==> src/rtl/bresenham_line.sv <==
// bresenham_line
//   Rasterises the straight line from p to q with the integer Bresenham
//   algorithm and streams its pixels, in order from p toward q, over a
//   valid/ready handshake. One pixel per cycle when the consumer is always
//   ready.
//
// Ports
//   clk        : clock, all state updates on the rising edge
//   rst        : synchronous active-high reset
//   start      : one-cycle request to draw a line (accepted only in IDLE)
//   p_x, p_y   : line start point, sampled with start
//   q_x, q_y   : line end point, sampled with start
//   pix_x/y    : current pixel coordinate (0 whenever pix_valid is low)
//   pix_valid  : pix_x/pix_y hold a pixel to be written
//   pix_ready  : consumer accepts the pixel this cycle
//   busy       : high in every state except IDLE
//   done       : one-cycle pulse after the last pixel has been accepted
module bresenham_line #(
  parameter int COORD_W = 10
) (
  input  logic               clk,
  input  logic               rst,
  input  logic               start,
  input  logic [COORD_W-1:0] p_x,
  input  logic [COORD_W-1:0] p_y,
  input  logic [COORD_W-1:0] q_x,
  input  logic [COORD_W-1:0] q_y,
  output logic [COORD_W-1:0] pix_x,
  output logic [COORD_W-1:0] pix_y,
  output logic               pix_valid,
  input  logic               pix_ready,
  output logic               busy,
  output logic               done
);

  // Two guard bits: |q-p| needs one extra magnitude bit plus a sign bit,
  // and the error term never exceeds the span of dx + |dy|.
  localparam int EW = COORD_W + 2;

  typedef enum logic [1:0] {IDLE, INIT, DRAW, DONE} state_t;

  state_t state, state_nxt;

  logic [COORD_W-1:0] px_r, py_r, qx_r, qy_r;
  logic [COORD_W-1:0] cur_x, cur_y;
  logic [COORD_W-1:0] cur_x_nxt, cur_y_nxt;
  logic signed [EW-1:0] dx, dy, err, err_nxt;
  logic signed [EW-1:0] abs_x, abs_y;
  logic signed [EW-1:0] add_x, add_y;
  logic signed [EW:0]   e2, dx_e, dy_e;
  logic sx_neg, sy_neg;
  logic step_x, step_y;
  logic at_end;
  logic handshake;

  function automatic logic signed [EW-1:0] abs_diff(
    input logic [COORD_W-1:0] a,
    input logic [COORD_W-1:0] b
  );
    logic signed [EW-1:0] d;
    d = $signed({2'b00, a}) - $signed({2'b00, b});
    return (d < 0) ? -d : d;
  endfunction

  // Step decision uses the pre-update error for both axes.
  always_comb begin
    abs_x     = abs_diff(qx_r, px_r);
    abs_y     = abs_diff(qy_r, py_r);
    e2        = $signed({err, 1'b0});
    dx_e      = $signed({dx[EW-1], dx});
    dy_e      = $signed({dy[EW-1], dy});
    step_x    = (e2 >= dy_e);
    step_y    = (e2 <= dx_e);
    add_x     = step_x ? dy : '0;
    add_y     = step_y ? dx : '0;
    err_nxt   = err + add_x + add_y;
    cur_x_nxt = cur_x;
    cur_y_nxt = cur_y;
    if (step_x) cur_x_nxt = sx_neg ? (cur_x - 1'b1) : (cur_x + 1'b1);
    if (step_y) cur_y_nxt = sy_neg ? (cur_y - 1'b1) : (cur_y + 1'b1);
    at_end    = (cur_x == qx_r) && (cur_y == qy_r);
    handshake = (state == DRAW) && pix_ready;
  end

  always_ff @(posedge clk) begin
    if (rst) state <= IDLE;
    else     state <= state_nxt;
  end

  always_comb begin
    state_nxt = state;
    pix_valid = 1'b0;
    pix_x     = '0;
    pix_y     = '0;
    busy      = 1'b1;
    done      = 1'b0;
    case (state)
      IDLE: begin
        busy = 1'b0;
        if (start) state_nxt = INIT;
      end
      INIT: state_nxt = DRAW;
      DRAW: begin
        pix_valid = 1'b1;
        pix_x     = cur_x;
        pix_y     = cur_y;
        if (handshake && at_end) state_nxt = DONE;
      end
      DONE: begin
        done      = 1'b1;
        state_nxt = IDLE;
      end
      default: state_nxt = IDLE;
    endcase
  end

  always_ff @(posedge clk) begin
    if (rst) begin
      px_r   <= '0;
      py_r   <= '0;
      qx_r   <= '0;
      qy_r   <= '0;
      cur_x  <= '0;
      cur_y  <= '0;
      dx     <= '0;
      dy     <= '0;
      err    <= '0;
      sx_neg <= 1'b0;
      sy_neg <= 1'b0;
    end else begin
      case (state)
        IDLE: begin
          if (start) begin
            px_r <= p_x;
            py_r <= p_y;
            qx_r <= q_x;
            qy_r <= q_y;
          end
        end
        INIT: begin
          dx     <= abs_x;
          dy     <= -abs_y;
          err    <= abs_x - abs_y;
          sx_neg <= !(px_r < qx_r);
          sy_neg <= !(py_r < qy_r);
          cur_x  <= px_r;
          cur_y  <= py_r;
        end
        DRAW: begin
          if (handshake && !at_end) begin
            cur_x <= cur_x_nxt;
            cur_y <= cur_y_nxt;
            err   <= err_nxt;
          end
        end
        default: ;
      endcase
    end
  end

endmodule

==> config.mk <==
export PLATFORM = sky130hd
export DESIGN_NAME = bresenham_line
export DESIGN_NICKNAME = d
export VERILOG_FILES = /design/src/rtl/bresenham_line.sv
export SDC_FILE = /design/constraint.sdc
export NUM_CORES = 1
export LEC_CHECK = 0
export CORE_MARGIN = 1
export CORE_UTILIZATION = 37
export DETAILED_ROUTE_END_ITERATION = 7
export GPL_ROUTABILITY_DRIVEN = 0
export HOLD_SLACK_MARGIN = 0.03
export PLACE_DENSITY = 0.67
export SYNTH_ARGS = -nofsm -noshare
export SYNTH_HDL_FRONTEND = slang
export SYNTH_SLANG_ARGS = --single-unit
==> constraint.sdc <==
create_clock -name clk -period 9 [get_ports clk]
set_input_delay 0.9 -clock clk [delete_from_list [all_inputs] [get_ports clk]]
set_output_delay 0.9 -clock clk [all_outputs]
set_load 0.05 [all_outputs]
# Word level (Yosys, flattened, before mapping)
# Index checks and enable logic that the tools add are counted.
# op_classes
muxes,22
n_reduce_logical,14
order_cmp,6
eq_ne,10
addsub,12
# ops
cell,n
10-bit two-way mux,8
12-bit two-way mux,5
10-bit one-hot mux with 2 select lines,2
12-bit adder,2
11-bit negation with 12-bit output,2
12-bit one-hot mux with 2 select lines,1
11-bit by 1-bit less-than comparator with 1-bit output (second input constant),2
10-bit by 10-bit subtractor with 11-bit output,2
10-bit by 1-bit adder with 10-bit output (second input constant),2
10-bit == test,2
10-bit less-than comparator,2
10-bit by 1-bit subtractor with 10-bit output (second input constant),2
13-bit by 12-bit greater-or-equal comparator with 1-bit output,1
13-bit by 12-bit less-or-equal comparator with 1-bit output,1
12-bit negation,1
12-bit subtractor,1
2-bit one-hot mux with 4 select lines,1
2-bit != test (second input constant),3
2-bit AND reduction,3
3-bit AND reduction,2
2-bit == test (second input constant),2
1-bit logical AND,4
2-bit two-way mux,2
2-bit by 1-bit != test with 1-bit output (second input constant),2
other kinds (5),9
# word_totals
output_inout_bits,23
word_cells,76
reg_bits,100

# Logic depth before layout (Yosys ltp)
# logic_depth
depth_word,6
depth_mapped,23

# Least setup slack after synthesis
# No wires, ideal clock.
# synth_timing
path_kind,register -> register
start,register dy[2]
end,register err[11]
n_path_buf,1
synth_period_minus_slack_ns,4.458
setup_slack_ns,4.542
required_ns,8.859
arrival_time_ns,4.318
path_stages_with_launch,23
cell_sequence,dfxtp_1 > inv_1 > ha_1 > a21o_1 > a21o_1 > a31oi_1 > o21ai_0 > a22oi_1 > clkbuf_1 > nor2_1 > fa_1 > ha_1 > inv_1 > fa_1 > nor2b_1 > o21ai_0 > a21o_1 > a21oi_1 > a31oi_1 > o211a_1 > o211a_1 > o21ai_0 > o311ai_0
# synth_via
elab_chain_cells,6
# synth_lines
item,line_no,rtl
start: declaration,47,"logic signed [EW-1:0] dx, dy, err, err_nxt;"
start signal: assignment,142,dy <= -abs_y;
13-bit by 12-bit greater-or-equal comparator with 1-bit output,72,step_x = (e2 >= dy_e);
12-bit two-way mux (*),74,add_x = step_x ? dy : '0;
12-bit adder (*) (2 in a row),76,err_nxt = err + add_x + add_y;
12-bit two-way mux (*),150,if (handshake && !at_end) begin
12-bit one-hot mux with 2 select lines (*),131,case (state)
end signal: assignment,143,err <= abs_x - abs_y;
end signal: assignment,153,err <= err_nxt;
end: declaration,47,
# Every way passes the cells marked *; elsewhere a longest branch is shown, timed or not. The select of a mux whose other input is x is not followed.
# A chain may end at the register's enable or synchronous reset.

# Worst setup path in the final report
# layout_timing
start,register dx[11]
end,register err[11]
# layout_via
elab_chain_cells,5
# layout_lines
item,line_no,rtl
start: declaration,47,
start signal: assignment,141,dx <= abs_x;
13-bit by 12-bit less-or-equal comparator with 1-bit output,73,step_y = (e2 <= dx_e);
12-bit two-way mux (*),75,add_y = step_y ? dx : '0;
12-bit adder (*),76,
12-bit two-way mux (*),150,
12-bit one-hot mux with 2 select lines (*),131,
# Marked as above.

==> results.md <==
- Post-Route WL: about 22000 µm
- Number of fill cells: approximately 2.3k
- YS warnings: 0
- Hold crit path type: reg2reg
- Routed WL per cell: 15.3 µm
- Synth Area per Inst: 7.76 µm²
- Total gr overflow: 0
- Initial antenna violation count: 0
- Fmax: a little over 200 MHz
- Final period util: 53.9%
- Worst Skew: 15.9 ps
- Vias in the first global route: between 7k and 8k
- Number of flops mapped to enable cells by yosys: 0
- Worst setup SP type: register
- FF-to-FF setup slack: 4150 ps
- Starting Density: around 38%
- Cell area after synthesis: roughly 0.0085 mm²
- Cell taking the most area after synthesis: dfxtp_1
- Max Transition Viols Final: 0
- Reg2Reg Depth: 22
- Gate Count Post-Synth: 1095
- RSZ-0062 raised after global routing: no
- I/O pin count: 67
- Die area: ~0.024 mm²
- Endpoints failing hold: 0
- Vias: approximately 7.6k
- ANT nets after route: 0
- Maximum capacitance violations: 0
- Synth area leaders: dfxtp_1, ha_1, a21oi_1
- CTS max path bufs: 2
- Setup Crit Path Kind: reg2reg
- Die X: between 150 and 200 µm
- Critical Path RT: between 9000 and 10000 ps
- CP arrival: roughly 5100 ps
- Worst setup margin: 4150 ps
- CP peak stage delay: ~810 ps
- Reg-to-reg startpoint: dx[11]
- Crit path cell chain: inv_1 -> ha_1 -> nand3_1 -> nor2_1 -> nand2_1 -> o311ai_1 -> buf_4 -> nand2_1 -> fa_1 -> inv_1 -> ha_1 -> inv_1 -> fa_1 -> nor2b_1 -> o21ai_0 -> a21o_1 -> a21oi_1 -> a31oi_1 -> o211a_1 -> o211a_1 -> o21ai_0 -> o311ai_0
- Clock-pin slew on the worst setup and hold paths: about 80 ps
- Top cell type's share of synthesized area: approximately a quarter
- DP HPWL: 16700 µm
- Share of layout cells above drive strength 1: ~5.3%
- Top FF cell, synth: dfxtp_1
- Max FO, Critical Path: 8
- First-pass GRT wire length: 36700 µm
- FFs w/ async S/R, synth: 0%
- Worst Hold Launch: py_r[7]
- CORE AREA: around 0.023 mm²
- Setup violations, final: 0
- Post-route design area: between 0.009 and 0.01 mm²
- Non-filler cells, final: around 1.4k
- Synth unique cells: 86
- #FFs+latches synth: 100
- Register area share after synthesis: 23.5%
- Root Driver: clkbuf_16
- Clock sink count: 100
- Post-CTS Repair Setup Buffers: 0
- Ant diodes: 0
- Level count of the clock H-tree: 3
- Total global routing track utilization: between 10% and 20%
- Largest net degree at the start of global routing: 93
- Std-Cell Rows: 55
- Syn nets: ~1.2k
- PortBufs: 66
- Hold path cells: 2
- Setup TNS: 0 ps
- Worst hold endpoint: py_r[7]
- Reg2reg end: err[11]
- Final #Nets: 1287
- Setup WS pre-CTS: about 4200 ps
- Drc violations: 0
- Post-Place Cells: about 1.4k
- Critical path endpoint category: register
- DR vias/cell: ~5.4
- CTS buffer count: 9
- Min Clock Period, post-route: ~4900 ps
- Die span in y: approximately 150 µm
- Post-CTS Resized: 0
- Latest clock arrival within the worst-skew pair: 370 ps
- Top cell by count, worst path: inv_1
- Slew margin rel.: a little under a third
- CTS Hold Bufs: 0
- Area post-placement: 0.00942 mm²
- CTS tree: yes
- Pre-antenna DRT Iters: 6
- First-iteration detailed-routing DRC count: ~420
- Status: finished, final reports clean
- Slowest library cell on the worst path: o311ai_1
- Syn-to-layout area delta: 14.2%
- Tightest Pin Transition: a little over 1000 ps
worst max-delay path: cells and delay by family, from the launching register on:
family | cells | cell delay, ps
flip-flops | 1 | 370
AO/OA/AOI/OAI | 9 | 2120
adder cells (fa/ha/maj) | 4 | 1210
buffers and inverters | 4 | 500
AND/OR/NAND/NOR | 5 | 470
metal layers:
layer	track usage, %	vias up	share of wire (%)
met5	0	-	0
met4	5.05	0	1.5
met3	2.90	19	3.7
met2	31.3	156	45
met1	26.4	3596	50
li1	-	3876	-
final cells by class:
type | instances | area, µm² | share of cell area [%]
sequential | 100 | 2000 | 20.6
inverter | 96 | 360 | 3.71
multi-input combinational | 854 | 5970 | 61.4
tap | 285 | 357 | 3.67
clock inverter | 7 | 66.3 | 0.683
clock buffer | 9 | 225 | 2.32
timing repair buffer | 76 | 733 | 7.55
placed cells by master, fill, tap and decap left out, types with 4 or more instances in the layout:
cell type / n
dfxtp_1: 100
xor2_1: 24
and3_1: 6
a21o_1: 21
a21boi_0: 6
fa_1: 17
o21a_1: 5
ha_1: 88
clkdlybuf4s50_1: 65
nand3_1: 15
o211ai_1: 5
a31oi_1: 9
nand4_1: 14
clkbuf_16: 9
o21ai_0: 34
a211oi_1: 30
or3_1: 12
or2_2: 5
and2_1: 28
nor4_1: 6
buf_4: 11
inv_1: 95
xnor2_1: 48
nor2_1: 108
nor2b_1: 15
a311oi_1: 4
a2111oi_0: 4
nand3b_1: 7
nand2b_1: 7
a21oi_1: 102
nand2_1: 130
nor3_1: 22
mux2i_1: 12
cell usage after synthesis (4+ instances only):
master     instances
nand2_1          130
nor2_1           108
a21oi_1          102
dfxtp_1          100
inv_1             95
ha_1              89
xnor2_1           48
o21ai_0           34
a211oi_1          30
clkbuf_1          30
and2_1            28
xor2_1            24
nor3_1            22
a21o_1            21
fa_1              17
nand3_1           15
nor2b_1           15
nand4_1           14
mux2i_1           12
or3_1             12
buf_1             11
a31oi_1            9
nand2b_1           7
nand3b_1           7
a21boi_0           6
and3_1             6
nor4_1             6
o211ai_1           5
o21a_1             5
or2_2              5
a2111oi_0          4
a311oi_1           4
registers in the layout (all words and copies together) (netlist names), 2 cells and up:
register and count:
py_r 10, qy_r 10, state 2, err 12, cur_y 10, dy 12
qx_r 10, dx 12, cur_x 10, px_r 10
cells by family after synthesis:
logic type / share of synthesized area, %
compound gates: 21.1
fa+ha+maj: 17.1
mux: 1.71
simple gates: 22.0
flops: 23.5
buf+inv: 6.34
xor+xnor: 8.26
worst max path at each step:
stage	from	end	slack, ps
floorplan	dy[2]	err[11]	4540
global placement	dx[11]	err[11]	4230
detailed placement	dx[11]	err[11]	4180
CTS	dx[11]	err[11]	4160
global route	qx_r[0]	err[9]	3670
finish	dx[11]	err[11]	4150
stage by stage:
step	hold WS [ps]	util (%)
after floorplan	436	-
after global placement	445	41.7
after detailed placement	448	41.7
after CTS	460	43.0
after global routing	486	43.0
final	455	43.0
Power is not shown: default switching activity piles up to over one toggle a cycle in this logic, so the estimate is an artifact.
==> patch 1: new RTL, same flow settings <==
`COORD_W`: 10 -> 12.
--- a/src/rtl/bresenham_line.sv
+++ b/src/rtl/bresenham_line.sv
@@ -16,7 +16,7 @@
 //   busy       : high in every state except IDLE
 //   done       : one-cycle pulse after the last pixel has been accepted
 module bresenham_line #(
-  parameter int COORD_W = 10
+  parameter int COORD_W = 12
 ) (
   input  logic               clk,
   input  logic               rst,
Ports: changed (6 resized); port bits go from 67 to 79. The function was not compared with the original's and may differ.
==> patch 1 against the unedited design <==
  * Worst hold slack improved by 23 ps
  * Synthesized area increased by 22%
  * Sequential cell count increased by 18
  * Global-route usage increased by 1.4 points
  * Worst setup slack got worse by 610 ps
  * Maximum frequency decreased by 11%
  * Largest cell class unchanged
  * Core utilization increased by 1.3 points
  * Final area increased by 24%
  * Sequential share of layout area decreased by 1.0 points
  * Wire length increased by 33%
  * Via count increased by 26%
  * Non-clock buffer count increased by 10
Power is not shown: default switching activity piles up to over one toggle a cycle in this logic, so the estimate is an artifact.
==> patch 1: results (changes against the unedited design) <==
crit-path max cell delay=750 ps (-60 ps); Post CTS Setup Buffer Count=0 (unchanged); largest net degree at the start of global routing=74 (-20%); vias in the first global route=9198 (+28%); GRT Total Usage=20.63% (+1.4 points); R2R Setup Slk=3540 ps (-610 ps); Clock Skew=12.82 ps (-3.046 ps); CTS buffer count=17 (+8); Worst setup SP type=register; min-delay src=py_r[11]$_SDFFE_PP0P_; worst skew pair latency=430 ps (+60 ps); # diodes=0 (unchanged); Worst Path Max Fanout=8 (unchanged); Port Buffers=78 (+18%); Vias per Instance=5.431 (+1.4%); fin crit share=60.64% (+6.7 points); HP Class=register to register; register area share after synthesis=22.72% (-0.82 points); Synth top cells by count=nand2_1 (166), a21oi_1 (134), dfxtp_1 (118); register area=0.002362 mm2 (+18%); Avg Inst Size Synth=7.770 um2 (about the same); placement-stage cell area=0.01149 mm2 (+22%); largest registers=dx: 14 flops, dy: 14 flops, err: 14 flops; FILL cells=2677 (+16%); Initial DRC Count=647 (+56%); end of the worst register-to-register path=err[12]$_SDFFE_PP0P_; Crit. End Element=register; CP Data Arrival Time=5820 ps (+750 ps); CP max-delay cell=o41ai_1; H-Tree Depth=4 (+1); post-synthesis cell type count=85 (-1.2%); HPWL Detailed=22380 um (+34%); Slew headroom=29.27% (-1.7 points); Worst R2R Start=qy_r[0]$_SDFFE_PP0P_; share of layout cells above drive strength 1=5.071% (-0.18 points); post-place setup slack=3591 ps (-586.5 ps); Post-layout nets=1562 (+21%); router iterations before antenna repair=4 (-2); hold_ws=478.4 ps (+23.13 ps); placed cell count=1741 (+23%); Worst Hold Depth=2 (unchanged); WL final=29210 um (+33%); compound-cell area share of the yosys netlist=22.85% (+1.8 points); CTS max path bufs=2 (unchanged); status=completed; Net Count, Synth=1512 (+21%); main area contributors after synthesis=dfxtp_1 (23%), ha_1 (12%), a21oi_1 (6.5%); YS warnings=0 (unchanged); mux cell area share after synthesis=3.105% (+1.4 points); WHS Endpoint=py_r[11]$_SDFFE_PP0P_; post_cts resized=0 (unchanged); asr flop ratio synth=0% (unchanged); CTS clock-pin slew for the worst setup and hold paths=60 ps (-20 ps); Post-Synth XOR/XNOR Area=8.581% (+0.32 points); non-filler cells, final=1772 (+24%); depth of the most critical reg-to-reg path=19 (-14%); Post-Synth Adder-Cell Area=16.16% (-0.94 points); first-pass GRT wire length=47340 um (+29%); CTS root buffer=clkbuf_16
[patch 1: cell types whose count changed after synthesis, sizes merged, moves of 13 or more]
cell    unedited run  this run
dfxtp            100       118
ha                89       103
nand2            130       166
xor2              26        39
a21oi            105       135
clkbuf            30        52
mux2i             13        30
o21ai             37        56
o21a               5        18
[patch 1: cell type report]
cell class | count | share of cell area [%]
clock buffers | 17 | 3.524
inverters | 98 | 3.047
well taps | 372 | 3.856
flip-flops and latches | 118 | 19.57
repair buffers | 86 | 6.944
clock inverters | 14 | 1.254
multi-input cells | 1067 | 61.81
[patch 1: per-layer routing]
| layer | track usage (%) | routed length (um) | up-vias | part of all wire [%] |
|---|---|---|---|---|
| li1 | - | - | 4804 | - |
| met1 | 27.24 | 13730 | 4513 | 47 |
| met2 | 33.89 | 13310 | 261 | 46 |
| met3 | 3.218 | 1417 | 46 | 4.9 |
| met4 | 7.364 | 751 | 0 | 2.6 |
| met5 | 0 | 0 | - | 0 |
==> patch 2: new RTL, same flow settings <==
Without the edit above. Re-encode `state_t` (4 states) as one-hot, 4 bits wide.
--- a/src/rtl/bresenham_line.sv
+++ b/src/rtl/bresenham_line.sv
@@ -37,7 +37,7 @@
   // and the error term never exceeds the span of dx + |dy|.
   localparam int EW = COORD_W + 2;
 
-  typedef enum logic [1:0] {IDLE, INIT, DRAW, DONE} state_t;
+  typedef enum logic [3:0] {IDLE = 4'b0001, INIT = 4'b0010, DRAW = 4'b0100, DONE = 4'b1000} state_t;
 
   state_t state, state_nxt;
 
Function: same outputs for any inputs over 4 cycles, from zero or initial values and one cycle with rst high; so few cycles prove little.
==> patch 2 against the unedited design <==
  * Maximum frequency decreased by 5.4%
  * Sequential cell count increased by 2
  * Synthesized area decreased by 0.34%
  * Worst setup slack got worse by 280 ps
  * Core utilization decreased by 0.24 points
  * Final area decreased by 0.57%
  * Sequential share of layout area increased by 0.53 points
  * Wire length increased by 2.3%
==> patch 2: results (changes against the unedited design) <==
min-delay src=py_r[3]$_SDFFE_PP0P_; Max Fclk=195.0 MHz (-5.4%); vias in the first global route=7293 (+1.6%); GRT Total Usage=19.33% (+0.085 points); placement-stage cell area=0.009378 mm2 (-0.44%); YS warnings=0 (unchanged); Vias per Instance=5.362 (about the same); Clock Skew=10.34 ps (-5.524 ps); main area contributors after synthesis=dfxtp_1 (24%), ha_1 (12%), a21oi_1 (6.4%); HPWL Detailed=17290 um (+3.3%); Worst Path Max Fanout=12 (+4); register area share after synthesis=24.10% (+0.55 points); first-pass GRT wire length=36820 um (+0.34%); Port Buffers=66 (unchanged); Setup crit end=err[10]$_SDFFE_PP0P_; metal3 WL=1104 um (+37%); post-synthesis cell type count=65 (-24%); met1 Use GR=25.86% (-0.55 points); router iterations before antenna repair=5 (-1); Initial DRC Count=442 (+6.3%); ys flop type=dfxtp_1; Slew headroom=37.74% (+6.8 points); Synth top cells by count=nand2_1 (123), nor2_1 (122), a21oi_1 (109); GRT met2 Usage=31.25% (-0.096 points); met3 usage=3.346% (+0.44 points); M1 wire length=10650 um (-1.9%); Worst R2R Start=dy[2]$_SDFFE_PP0P_; CTS root buffer=clkbuf_16; share of layout cells above drive strength 1=3.460% (-1.8 points); Avg Inst Size Synth=7.620 um2 (-1.9%); largest registers=dx: 12 flops, dy: 12 flops, err: 12 flops; metal2 WL=10070 um (+1.7%); R2R Setup Slk=3870 ps (-280 ps); non-filler cells, final=1441 (+0.98%); CP Data Arrival Time=5330 ps (+260 ps); status=completed
==> patch 2: logic make-up (layout without fill, tap and decap cells) <==
| group | count (synthesis) | after routing | share of synthesized area [%] |
|---|---|---|---|
| and+or+nand+nor | 404 | 404 | 22.37 |
| AOI/OAI and AO/OA | 284 | 284 | 21.93 |
| buffers and inverters | 138 | 182 | 6.394 |
| DFF | 102 | 102 | 24.10 |
| adders and majority gates | 101 | 101 | 16.42 |
| xor gates and xnor gates | 75 | 75 | 7.841 |
| muxes | 8 | 8 | 0.9451 |
==> patch 2: worst min-delay path by stage <==
stage                                      end  slack (ps)  cells past startpoint
after global routing      py_r[3]$_SDFFE_PP0P_         480                      2
final                     py_r[3]$_SDFFE_PP0P_         450                      2
after global placement      dx[5]$_SDFFE_PP0P_         440                      2
after CTS                 py_r[3]$_SDFFE_PP0P_         460                      2
after detailed placement  py_r[3]$_SDFFE_PP0P_         450                      2
after floorplan             dy[5]$_SDFFE_PP0P_         430                      2
==> patch 2: area by class of cell <==
type,count,area [um2]
Multi-Input combinational cell,872,5904
Clock buffer,9,225.2
Tap cell,285,356.6
Inverter,91,341.6
Fill cell,2295,12920
Clock inverter,6,52.55
Timing Repair Buffer,76,733.2
Sequential cell,102,2042
==> patch 2: critical path, stage by stage, from the launching register on <==
cell and delay [ps]:
dfxtp_1 340, inv_1 60, ha_1 310, a21o_1 180, a21o_1 170, a211oi_1 230, o31ai_1 120, a21oi_1 670
nor2_1 150, fa_1 530, ha_1 310, a21o_1 180, a21oi_1 240, o21bai_1 120, a2111oi_0 640, o41ai_1 210
xnor2_1 160, nor2_1 50, a211oi_1 220, nor3_1 80
==> patch 2: where the power goes <==
part,switching [mW],internal [mW]
registers,0.0324,0.480
logic,0.751,0.523
clock network,0.192,0.191
